### config.mk
export PLATFORM = sky130hd
export DESIGN_NAME = drive_phase_gen
export DESIGN_NICKNAME = d
export VERILOG_FILES = /design/src/rtl/drive_phase_gen.sv
export SDC_FILE = /design/constraint.sdc
export NUM_CORES = 1
export LEC_CHECK = 0
export ABC_AREA = 1
export BUFFER_PORTS_ARGS = -buffer_cell sky130_fd_sc_hd__clkbuf_2
export CORE_MARGIN = 2
export CORE_UTILIZATION = 36
export DETAILED_ROUTE_END_ITERATION = 6
export PLACE_DENSITY_LB_ADDON = 0.1
export SYNTH_ARGS = -nofsm -noshare
export SYNTH_HDL_FRONTEND = slang
export SYNTH_SLANG_ARGS = --single-unit
### constraint.sdc
create_clock -name clk -period 2.97 [get_ports clk]
set_input_delay 0.891 -clock clk [delete_from_list [all_inputs] [get_ports clk]]
set_output_delay 0.891 -clock clk [all_outputs]
set_load 0.02 [all_outputs]
### src/rtl/drive_phase_gen.sv
// Drive-CPU phase-2 strobe generator: parametrised divider off the system ce,
// with 1x/2x speed, cycle-boundary pause, single-step and a drive-cycle counter.
module drive_phase_gen #(
    parameter int DIV_W = 4,
    parameter int CNT_W = 32
) (
    input  logic             clk,
    input  logic             reset,
    input  logic             ce,
    input  logic             speed_2x,
    input  logic             pause,
    input  logic             step,
    output logic             p2_h_r,
    output logic             p2_h_f,
    output logic             paused,
    output logic             mode_2x,
    output logic [CNT_W-1:0] cycle_cnt
);

    localparam logic [DIV_W-1:0] PH_ZERO = {DIV_W{1'b0}};
    localparam logic [DIV_W-1:0] PH_ONE  = {{(DIV_W-1){1'b0}}, 1'b1};
    localparam logic [DIV_W-1:0] PH_TWO  = {{(DIV_W-2){1'b0}}, 2'b10};
    localparam logic [DIV_W-1:0] PH_HALF = {1'b1, {(DIV_W-1){1'b0}}};
    localparam logic [CNT_W-1:0] CNT_ONE = {{(CNT_W-1){1'b0}}, 1'b1};

    logic [DIV_W-1:0] ph_q, ph_d;
    logic             p2r_q, p2r_d;
    logic             p2f_q, p2f_d;
    logic             paused_q, paused_d;
    logic             mode_q, mode_d;
    logic [CNT_W-1:0] cnt_q, cnt_d;
    logic             pause_q, pause_d;
    logic             step_pend_q, step_pend_d;
    logic             hold_s;

    // A boundary holds unless an outstanding step releases an already-paused generator.
    assign hold_s = pause_q && !(paused_q && step_pend_q);

    // Next-state logic: only ce ticks move the phase; strobes default to 0.
    always_comb begin
        ph_d        = ph_q;
        p2r_d       = 1'b0;
        p2f_d       = 1'b0;
        paused_d    = paused_q;
        mode_d      = mode_q;
        cnt_d       = cnt_q;
        pause_d     = pause;
        step_pend_d = step_pend_q | step;
        if (ce) begin
            if (ph_q == PH_ZERO) begin
                // The new speed takes effect on this very advance, keeping ph even in 2x.
                mode_d = speed_2x;
                if (hold_s) begin
                    paused_d = 1'b1;
                    if (!paused_q) begin
                        step_pend_d = 1'b0;
                    end else begin
                        step_pend_d = step_pend_q | step;
                    end
                end else begin
                    paused_d    = 1'b0;
                    p2r_d       = 1'b1;
                    ph_d        = ph_q + (speed_2x ? PH_TWO : PH_ONE);
                    step_pend_d = 1'b0;
                end
            end else begin
                ph_d = ph_q + (mode_q ? PH_TWO : PH_ONE);
                if (ph_q == PH_HALF) begin
                    p2f_d = 1'b1;
                    cnt_d = cnt_q + CNT_ONE;
                end else begin
                    p2f_d = 1'b0;
                    cnt_d = cnt_q;
                end
            end
        end else begin
            ph_d = ph_q;
        end
    end

    // State register with asynchronous reset.
    always_ff @(posedge clk or posedge reset) begin
        if (reset) begin
            ph_q        <= PH_ZERO;
            p2r_q       <= 1'b0;
            p2f_q       <= 1'b0;
            paused_q    <= 1'b0;
            mode_q      <= 1'b0;
            cnt_q       <= {CNT_W{1'b0}};
            pause_q     <= 1'b0;
            step_pend_q <= 1'b0;
        end else begin
            ph_q        <= ph_d;
            p2r_q       <= p2r_d;
            p2f_q       <= p2f_d;
            paused_q    <= paused_d;
            mode_q      <= mode_d;
            cnt_q       <= cnt_d;
            pause_q     <= pause_d;
            step_pend_q <= step_pend_d;
        end
    end

    assign p2_h_r    = p2r_q;
    assign p2_h_f    = p2f_q;
    assign paused    = paused_q;
    assign mode_2x   = mode_q;
    assign cycle_cnt = cnt_q;

endmodule

Yosys cells after proc, flatten, opt, wreduce, memory -nomap -nowiden --
Index checks and enable logic that the tools add are counted.
Storage, ports and cells: bits in registers 42, output and inout bits 36, logic and storage cells 37
Cells by class: add/sub/neg operators 3, eq/ne operators 2, multiplexer cells 15, bitwise operators 2, reductions and logical operators 7
Operators with widths (count):
- adder 32 x 1 -> 32 bit, second input constant | 1
- two-way mux 1 bit | 11
- adder 4 x 2 -> 4 bit | 2
- two-way mux 4 bit | 2
- == test 4 bit, second input constant | 1
- zero test 4 bit | 1
- two-way mux 2 bit | 2
- AND reduction 2 bit | 2
- AND reduction 3 bit | 1
- logical AND 1 bit | 2
- inequality test 2 bit, second input constant | 1
- zero test 1 bit | 1
- inverter 1 bit | 1
- bitwise OR 1 bit | 1

Logic depth before layout (Yosys ltp) --
depth in word-level cells 6, mapped depth 11

Worst setup path before layout --
Ideal clock, no wire load.
path kind input to register, from in speed_2x, to reg ph_q[2], library setup time 83 ps, arrival 1888 ps, data required time 2887 ps, setup slack 999 ps, stages 6, cell sequence o21ai_0 -> ha_1 -> inv_1 -> fa_1 -> xor2_1 -> o21ai_0
Between the ends: cells in the longest elaborated chain, start to end 4
Ends and longest elaborated chain:
- from (decl) | RTL line 10 | input logic speed_2x,
- two-way mux 2 bit | RTL line 63 | ph_d = ph_q + (speed_2x ? PH_TWO : PH_ONE);
- adder 4 x 2 -> 4 bit | RTL line 63
- two-way mux 4 bit | RTL line 53 | if (hold_s) begin
- two-way mux 4 bit | RTL line 50 | if (ph_q == PH_ZERO) begin
- to (signal assigned) | RTL line 93 | ph_q <= ph_d;
- to (decl) | RTL line 26 | logic [DIV_W-1:0] ph_q, ph_d;
Every way passes these cells. The select of a mux whose other input is x is not followed. A chain may end at the register's enable or synchronous reset.

Worst setup path after layout --
from reg ph_q[1], to reg ph_q[2]
Between the ends: cells in the longest elaborated chain, start to end 3, elaborated cells between the ends (all ways) 7
Ends and longest elaborated chain (RTL line):
- adder 4 x 2 -> 4 bit / zero test 4 bit (equally long branches) | 63, 50
- two-way mux 4 bit / inequality test 2 bit (equally long branches)
- two-way mux 4 bit / AND reduction 2 bit (equally long branches)
Several ways; a longest one is shown, not always the timed one. The select of a mux whose other input is x is not followed.

==> flow_summary.rst <==
.. list-table::
   :header-rows: 1

   * - Metric
     - Value
   * - I/O Buffers
     - 41
   * - Net switching fraction of the power
     - 0.3497
   * - Pin slew with the least headroom to its limit
     - 450.5 ps
   * - Crit-path most repeated cell
     - sky130_fd_sc_hd__o21ai_0
   * - CP Cell Sequence
     - nor2_4 -> nand3_1 -> o21ai_0 -> ha_1 -> inv_1 -> fa_1 -> xor2_1 -> o21ai_0
   * - Required arrival time at the worst endpoint
     - 3160 ps
   * - Critical-path maximum fanout
     - 6
   * - Number of nets in the layout
     - 359
   * - Post-Syn Area
     - 2360 um^2
   * - Path class of the lowest-slack min-delay path
     - reg -> reg
   * - Setup repair after global routing missed its margin
     - no
   * - Type of origin of the critical path
     - register
   * - Wirelength, routed
     - 4908 um
   * - Row count
     - 29
   * - Post-route insts no fill
     - 427
   * - Deepest level of the CTS H-tree
     - 2
   * - Effective utilization at floorplan
     - 0.3716
   * - Setup TNS
     - 0 ps
   * - Growth of design area from synthesis to finish
     - 17.29%
   * - Clock sinks
     - 42
   * - FF/Latch Area
     - 1051 um^2
   * - Core area
     - 6350 um^2
   * - Share of the yosys chip area belonging to registers
     - 0.4454
   * - Number of vias in the routed layout
     - 1991
   * - Clock Power Share
     - 0.248
   * - Detailed-placement wirelength estimate
     - 3979 um
   * - Worst-path clk slew
     - 80 ps
   * - Combinational share of power
     - 0.273
   * - Clock network latency to the later pin of the worst-skew pair
     - 280 ps
   * - Root Buffer Master
     - sky130_fd_sc_hd__clkbuf_8
   * - Count of unresolved DRC violations after routing
     - 0
   * - Initial antenna violation count
     - 0
   * - Number of nets with antenna violations after routing
     - 0
   * - CP Capture Type
     - register
   * - Max-slew headroom
     - 0.6978
   * - Worst path slowest cell
     - sky130_fd_sc_hd__dfrtp_1
   * - Reported max-cap violation count
     - 0
   * - # IOs
     - 42
   * - Nets in the synthesized netlist
     - 309
   * - Setup-failing EPs final
     - 0
   * - Cells resized by post-CTS repair
     - 0
   * - Vias in the first global route
     - 1807
   * - Die ar.
     - 7218 um^2
   * - Post-Place Cells
     - 419
   * - Worst clock skew on the final layout
     - 8.328 ps
   * - Max Fclk
     - 481.9 MHz
   * - Minimum clock period
     - 2075 ps
   * - Height of the die
     - 84.96 um
   * - Number of library cell types mapped by synthesis
     - 28
   * - Largest stage delay on the critical path
     - 440 ps
   * - Routed via count divided by cell count
     - 4.663
   * - Total gr overflow
     - 0
   * - Final-report max-slew violation count
     - 0
   * - Count of inserted antenna diode cells
     - 0
   * - Share of cells above drive strength 1
     - 0.2057
   * - Quantity of hold-fixing buffers added after cts
     - 0
   * - Ys flop type
     - sky130_fd_sc_hd__dfrtp_1
   * - DRC violation total after the first TritonRoute iteration
     - 59
   * - Internal
     - 0.9808 mW
   * - TritonCTS clock tree
     - done
   * - Synth Area per Inst
     - 7.892 um^2
   * - Die Span X
     - 84.96 um
   * - Critical Path AT
     - 2260 ps
   * - Weighted congestion reported at the end of routability-driven placement
     - 0.7754
   * - Run status
     - finished clean
   * - Number of storage elements in the synthesis netlist
     - 42
   * - Worst VDD drop
     - 342.3 uV
   * - Number of synthesized flops with an enable pin
     - 0
   * - Leakage power
     - 1.445 nW
   * - CTS max path bufs
     - 2
   * - Leading cell type in the layout, fill and taps excluded
     - sky130_fd_sc_hd__nand2_1
   * - Area occupied by multi-input gates
     - 1154 um^2
   * - Largest net degree at the start of global routing
     - 20
   * - Synthesis Warnings
     - 0
   * - Buffer count from post-CTS setup fixing
     - 0
   * - Crit path kind
     - reg -> reg
   * - Routed wire length per instance
     - 11.49 um
   * - Sw power
     - 0.5275 mW
   * - Fill cells
     - 661
   * - Cell count after synthesis
     - 299
   * - Async set or reset register ratio after synthesis
     - 1.000
   * - GRT Util Overall
     - 0.1483
   * - Power share of the sequential group
     - 0.478
   * - 1st-pass router iterations
     - 4
   * - Portion of the clock cycle consumed by the worst path in the final layout
     - 0.6987
   * - Power per unit of standard cell area
     - 545.0 nW/um^2
   * - Most frequent cells in the layout
     - sky130_fd_sc_hd__nand2_1, sky130_fd_sc_hd__dfrtp_1, sky130_fd_sc_hd__clkbuf_2, sky130_fd_sc_hd__inv_1, sky130_fd_sc_hd__nor2_1
   * - Hold Fails Final Rpt
     - 0
   * - TritonCTS buffer count
     - 5
   * - Global-route wire length before repair
     - 8556 um
[logic make-up after synthesis]
group / Yosys count / share of synthesized area
xor+xnor: 16 / 0.05939
buf+inv: 41 / 0.06574
flops: 42 / 0.4454
simple gates: 179 / 0.3622
fa+ha+maj: 4 / 0.02439
compound gates: 17 / 0.04295
[stage by stage]
stage	instance area [um^2]	hold WS (ps)	util	setup slack, ps	total power, mW
final	2768	522.3	0.4359	894.9	1.508
after global routing	2768	544.9	0.4359	736.0	1.635
after CTS	2768	526.5	0.4359	847.4	1.545
after detailed placement	2676	506.5	0.4215	734.0	1.157
after global placement	2676	504.9	0.4215	855.9	1.146
after floorplan	2360	480.3	-	999.1	1.042
[sequential cells by signal, summed over array words and instances (netlist names)]
signal	cells
p2_h_f	1
mode_2x	1
cycle_cnt	32
paused	1
pause_q	1
step_pend_q	1
ph_q	4
p2_h_r	1
[synthesized netlist by cell type (2+ instances only)]
cell type                   n  area share
sky130_fd_sc_hd__ha_1       3       0.016
sky130_fd_sc_hd__nand3_1   12       0.025
sky130_fd_sc_hd__nor3_1     3      0.0064
sky130_fd_sc_hd__nor2_1    38       0.060
sky130_fd_sc_hd__o21ai_2    2      0.0074
sky130_fd_sc_hd__nor2_4     5       0.024
sky130_fd_sc_hd__nand2_2    5       0.013
sky130_fd_sc_hd__xor2_1     7       0.026
sky130_fd_sc_hd__o21ai_1    4      0.0085
sky130_fd_sc_hd__nand2_4    2      0.0095
sky130_fd_sc_hd__nand2_1   91        0.14
sky130_fd_sc_hd__inv_1     40       0.064
sky130_fd_sc_hd__nand4_1   11       0.029
sky130_fd_sc_hd__nand3b_1   5       0.016
sky130_fd_sc_hd__dfrtp_1   42        0.45
sky130_fd_sc_hd__nor2_2     3      0.0080
sky130_fd_sc_hd__xnor2_1    9       0.033
sky130_fd_sc_hd__o21ai_0    7       0.015
[cell type report]
cell class,instances,area share
well taps,77,0.03481
multi-input cells,216,0.4168
clock inverters,1,0.001808
flip-flops and latches,42,0.3797
clock buffers,7,0.03119
repair buffers,43,0.07957
inverters,41,0.05606
[per-layer routing]
metal | wire length, um | vias to the layer above | track usage
li1 | - | 1037 | -
met1 | 2485 | 918 | 0.2172
met2 | 2258 | 34 | 0.2237
met3 | 142 | 2 | 0.03016
met4 | 23 | 0 | 0.03896
met5 | 0 | - | 0
[worst max-delay path, delay by kind of cell (launching register included)]
| family | cells | cell delay, ps |
|---|---|---|
| flip-flops | 1 | 440 |
| AO/OA/AOI/OAI | 2 | 410 |
| adder cells (fa/ha/maj) | 2 | 560 |
| buffers and inverters | 1 | 60 |
| AND/OR/NAND/NOR | 2 | 370 |
| XOR/XNOR | 1 | 140 |
[power by group through the flow]
stage                     clock network (mW)  registers (mW)  logic [mW]
final                                  0.374           0.722       0.412
after global routing                   0.422           0.737       0.476
after CTS                              0.397           0.724       0.424
after detailed placement                   0           0.735       0.423
after global placement                     0           0.735       0.411
after floorplan                            0           0.769       0.273
[path summary, 6_finish.rpt]
| check | from | end | slack (ps) | cells after the start |
|---|---|---|---|---|
| min | ph_q[3]$_DFFE_PP0P_ | ph_q[3]$_DFFE_PP0P_ | 520 | 2 |
| max | ph_q[1]$_DFFE_PP0P_ | ph_q[2]$_DFFE_PP0P_ | 890 | 8 |
| max reg2reg | ph_q[1]$_DFFE_PP0P_ | ph_q[2]$_DFFE_PP0P_ | 890 | 8 |
| min reg2reg | ph_q[3]$_DFFE_PP0P_ | ph_q[3]$_DFFE_PP0P_ | 520 | 2 |
| max in group asynchronous | reset | cycle_cnt[23]$_DFFE_PP0P_ | 1880 | 3 |
| min in group asynchronous | reset | cycle_cnt[13]$_DFFE_PP0P_ | 530 | 2 |
Power figures use the tool's default switching activity.
